--- src/rtl/program_counter_pkg.sv ---
// Shared CPU constants: address width, reset vector and instruction step size.
package program_counter_pkg;

  localparam int          PC_WIDTH      = 32;
  localparam logic [31:0] PC_RESET_ADDR = 32'h0000_0000;
  localparam int          PC_STEP       = 4;

endpackage

--- src/rtl/program_counter_if.sv ---
// Program counter bus: next-PC input plus the registered PC and its derived status.
interface program_counter_if
  import program_counter_pkg::*;
#(
  parameter int WIDTH = PC_WIDTH
);

  logic [WIDTH-1:0] Address;
  logic [WIDTH-1:0] Out_Addr;
  logic [WIDTH-1:0] Pc_plus4;
  logic             Misaligned;
  logic             Valid;

  modport master (
    output Address,
    input  Out_Addr,
    input  Pc_plus4,
    input  Misaligned,
    input  Valid
  );

  modport slave (
    input  Address,
    output Out_Addr,
    output Pc_plus4,
    output Misaligned,
    output Valid
  );

endinterface

--- src/rtl/program_counter.sv ---
// Registered program counter with a next-sequential address and an alignment flag.
module program_counter
  import program_counter_pkg::*;
#(
  parameter int               WIDTH      = PC_WIDTH,
  parameter logic [WIDTH-1:0] RESET_ADDR = WIDTH'(PC_RESET_ADDR),
  parameter int               STEP       = PC_STEP
) (
  input  logic                    clk,
  input  logic                    reset,
  program_counter_if.slave        bus
);

  logic [WIDTH-1:0] pc_reg;
  logic             valid_reg;

  // Reset has priority over any Address presented on the same edge.
  always_ff @(posedge clk) begin
    if (reset == 1'b1) begin
      pc_reg    <= RESET_ADDR;
      valid_reg <= 1'b0;
    end else begin
      pc_reg    <= bus.Address;
      valid_reg <= 1'b1;
    end
  end

  assign bus.Out_Addr   = pc_reg;
  assign bus.Pc_plus4   = pc_reg + WIDTH'(STEP);
  assign bus.Misaligned = |pc_reg[1:0];
  assign bus.Valid      = valid_reg;

endmodule

--- src/flat_wrapper.sv ---
// flat-port wrapper written by rule: the top's interface ports become plain ports
module program_counter_flat import program_counter_pkg::*;
#(
  parameter int               WIDTH      = PC_WIDTH,
  parameter logic [WIDTH-1:0] RESET_ADDR = WIDTH'(PC_RESET_ADDR),
  parameter int               STEP       = PC_STEP
)
  (clk, reset, bus_Address, bus_Out_Addr, bus_Pc_plus4, bus_Misaligned, bus_Valid);
  program_counter_if #(.WIDTH(WIDTH)) bus_i ();
  input  logic clk;
  input  logic reset;
  input wire logic [$bits(bus_i.Address)-1:0] bus_Address;
  output wire logic [$bits(bus_i.Out_Addr)-1:0] bus_Out_Addr;
  output wire logic [$bits(bus_i.Pc_plus4)-1:0] bus_Pc_plus4;
  output wire logic [$bits(bus_i.Misaligned)-1:0] bus_Misaligned;
  output wire logic [$bits(bus_i.Valid)-1:0] bus_Valid;
  assign bus_i.Address = bus_Address;
  assign bus_Out_Addr = bus_i.Out_Addr;
  assign bus_Pc_plus4 = bus_i.Pc_plus4;
  assign bus_Misaligned = bus_i.Misaligned;
  assign bus_Valid = bus_i.Valid;
  program_counter #(.WIDTH(WIDTH), .RESET_ADDR(RESET_ADDR), .STEP(STEP)) u_core (.clk(clk), .reset(reset), .bus(bus_i));
endmodule
--- config.mk ---
export PLATFORM = sky130hd
export DESIGN_NAME = program_counter_flat
export DESIGN_NICKNAME = d
export VERILOG_FILES = /design/src/rtl/program_counter_pkg.sv /design/src/rtl/program_counter_if.sv /design/src/rtl/program_counter.sv /design/src/flat_wrapper.sv
export SDC_FILE = /design/constraint.sdc
export NUM_CORES = 1
export LEC_CHECK = 0
export BUFFER_PORTS_ARGS = -buffer_cell sky130_fd_sc_hd__buf_2
export CAP_MARGIN = 10
export CORE_MARGIN = 2
export CORE_UTILIZATION = 36
export DETAILED_ROUTE_END_ITERATION = 8
export MAX_ROUTING_LAYER = met4
export PLACE_DENSITY_LB_ADDON = 0.15
export SYNTH_ARGS = -nofsm -noshare
export SYNTH_HDL_FRONTEND = slang
export SYNTH_SLANG_ARGS = --single-unit
--- constraint.sdc ---
create_clock -name clk -period 1.79 [get_ports clk]
set_input_delay 0.179 -clock clk [delete_from_list [all_inputs] [get_ports clk]]
set_output_delay 0.179 -clock clk [all_outputs]
set_load 0.005 [all_outputs]
==> impl_summary.log <==
[metrics] status: finished with violations
[metrics] failing checks: setup timing
[metrics] kind of end point of the critical path: output pin
[metrics] clock transition at the registers of the reported paths: 0.06 ns
[metrics] antenna violations before repair: 0
[metrics] CP arrival: 1.72 ns
[metrics] PD cells: 629.6 nW/um2
[metrics] total of buffers placed on input and output ports: 99
[metrics] share of power burned in combinational logic: 15.5%
[metrics] required time at the endpoint of the critical path: 1.61 ns
[metrics] sw frac: 24.63%
[metrics] CP Cell Sequence: ha_4 -> nand3_4 -> buf_4 -> buf_6 -> nor3_4 -> and3_1 -> xor2_1 -> buf_2
[metrics] DP HPWL: 2815 um
[metrics] die outline height: 68.37 um
[metrics] Cells after Synth: 152
[metrics] number of nets in the synthesized netlist: 187
[metrics] met1 track demand over resource in global routing: 16.78%
[metrics] GR met3 Demand/Resource: 5.263%
[metrics] highest-count cells in the layout ignoring fill and taps: 99 x buf_2, 32 x nor2b_1, 27 x buf_4
[metrics] share of layout cells above drive strength 1: 60.84%
[metrics] number of register bits inferred by synthesis: 33
[metrics] instance area at placement: 2143 um2
[metrics] DRC violation count after routing: 0
[metrics] master cell of the clock root buffer: clkbuf_8
[metrics] routed wire length: 3758 um
[metrics] worst slew margin relative to its limit: 62.45%
[metrics] global-route wire length before repair: 5671 um
[metrics] maximum level of the CTS H-tree: 2
[metrics] Vias per Instance: 4.357
[metrics] maximum resistive drop on vdd: 0.5353 mV
[metrics] Longest Clk Path Bufs: 2
[metrics] fraction of power consumed by sequential logic: 51.6%
[metrics] hold_buf cts: 0
[metrics] Via Count: 1,464
[metrics] number of endpoints with negative hold slack in the final report: 0
[metrics] area grow syn2layout: 68.21%
[metrics] Internal: 1.190 mW
[metrics] number of buffer and inverter instances along the worst setup path: 3
[metrics] setup repair after global routing missed its margin: yes
[metrics] DR pass1 iterations: 4
[metrics] fraction of power consumed by the clock network: 32.9%
[metrics] Setup Crit Path Kind: reg -> out
[metrics] I/O pin count: 100
[metrics] delay of the slowest critical-path stage: 0.37 ns
[metrics] largest cells by area after synthesis: dfxtp_1 44%, nor2b_1 13%, xnor2_1 11%
[metrics] number of pins exceeding their max-slew limit in the final report: 0
[metrics] largest net degree at the start of global routing: 34
[metrics] Clock Sinks: 33
[metrics] diode count: 0
[metrics] transition time of the tightest slew-check pin: 0.5633 ns
[metrics] most common cell after layout, fill and taps aside: buf_2
[metrics] Sequential cell area: 680.7 um2
[metrics] dominant delay contributor by cell family on the critical path: simple AND/OR/NAND/NOR gates
[metrics] initial standard-cell utilization of the core: 37.28%
[metrics] static leakage: 1.278 nW
[metrics] Ys Warns: 0
[metrics] slowest cell on the critical path: dfxtp_4
[metrics] register area share after synthesis: 44.30%
[metrics] final period demand of the worst path: 1.895 ns
[metrics] Post-Route Utilization: 62.71%
[metrics] # Max-Cap Violations: 0
[metrics] final instance area: 2509 um2
[metrics] Avg Synthesized Cell Area: 9.812 um2
[metrics] net total in the final layout: 320
[metrics] DRC marker count from the first detailed-route iteration: 20
[metrics] overall routing resource usage: 17.23%
[metrics] average wire per cell in the routed design: 11.18 um
[metrics] worst min-delay path class: in -> reg
[metrics] area used by multi-input combinational logic: 904.6 um2
[metrics] clock tree from TritonCTS: yes
[metrics] number of placement rows: 23
[metrics] number of fill cells in the layout: 347
[metrics] CP max FO: 4
[metrics] # setup viols final: 14
[metrics] total die area: 4674 um2
[metrics] Tcrit/Tclk final: 105.8%
[metrics] core area: 4000 um2
[metrics] routing usage on met2: 30.95%
[metrics] worst-case setup margin in the final layout: -0.1047 ns
[metrics] maximum achievable frequency: 527.8 MHz
[metrics] Sw Pwr: 0.3889 mW
[metrics] startpoint type of the worst setup path: flip-flop
[metrics] distinct cell type count of the synthesized netlist: 22
[metrics] Remaining Overflow, GRT: 0
[metrics] area share of the leading cell type in the synthesized netlist: 44.30%
[metrics] final total power: 1.579 mW
[metrics] remaining antenna violation count: 0
[metrics] library cell occupying the most area in the post-synthesis netlist: dfxtp_1
[metrics] area of the mapped netlist: 1491 um2
[metrics] vias in the first global route: 1,339
[metrics] die boundary width: 68.37 um
[metrics] gr busiest metal: met2
[metrics] cts bufs inserted: 5
[metrics] weighted congestion at the end of routability-driven global placement: 0.7231
-- metrics by stage --
stage	hold WS (ns)	instances	setup WS [ns]	TNS, ns
final	0.1066	336	-0.1047	-0.7151
after global routing	0.09403	336	-0.2781	-3.611
after CTS	0.09668	330	-0.1119	-0.7792
after detailed placement	0.3932	312	0.04890	0
after global placement	0.3861	312	0.08643	0
after floorplan	0.2506	152	0.1546	0
-- cells in the mapped netlist --
cell      count
xor2_1        9
nand3_1      10
nand3_4       1
inv_1         4
nand4_1       6
nor4_1        1
and3_1        4
or2_1         1
nand3_2       1
nand2_1      10
clkbuf_1      3
dfxtp_1      33
nor2b_1      32
ha_1          1
nor2_1        6
nand4_4       1
nor4_4        3
buf_4         2
or2_2         1
nor3_1        3
nand4_2       1
xnor2_1      19
-- sequential cells by signal, summed over array words and instances, names as in the netlist --
name / count
u_core.bus.Out_Addr: 32
u_core.bus.Valid: 1
-- power by group through the flow --
stage / Combinational, mW / Sequential [mW] / Clock (mW)
floorplan: 0.0771 / 0.839 / 0
global placement: 0.227 / 0.828 / 0
detailed placement: 0.228 / 0.829 / 0
CTS: 0.243 / 0.814 / 0.539
global route: 0.273 / 0.821 / 0.580
finish: 0.244 / 0.815 / 0.520
-- final timing paths --
| path | startpoint | to | slack [ns] | cells after the start |
|---|---|---|---|---|
| setup / recovery | u_core.bus.Out_Addr[2] | bus_Pc_plus4[14] | -0.10 | 8 |
| hold / removal | bus_Address[31] | u_core.bus.Out_Addr[31] | 0.11 | 2 |
-- area by class of cell --
class / count / share of cell area [%]
Multi-Input combinational cell: 110 / 36.06
Timing Repair Buffer: 131 / 30.42
Sequential cell: 33 / 27.13
Clock buffer: 6 / 2.893
Tap cell: 50 / 2.494
Inverter: 4 / 0.5985
Clock inverter: 2 / 0.3990
-- routing by layer --
metal,part of all wire [%],wire length [um]
met1,39,1451
met2,54,2013
met3,6.1,230
met4,1.6,62
met5,0,0
-- timing repair --
item | in CTS | in global routing
endpoints found under the setup margin | 23 | 22
buffers inserted | 10 | 6
pin swaps | 16 | 13
resized for setup | 26 | 17
-- cells by family (layout without fill, tap and decap cells) --
family	Yosys count	after routing	synth area share, %
fa+ha+maj	1	1	0.8388
simple gates	81	81	35.66
xor+xnor	28	28	16.44
buf+inv	9	143	2.768
flops	33	33	44.30
Note: power is estimated with default switching activity, not from simulation.
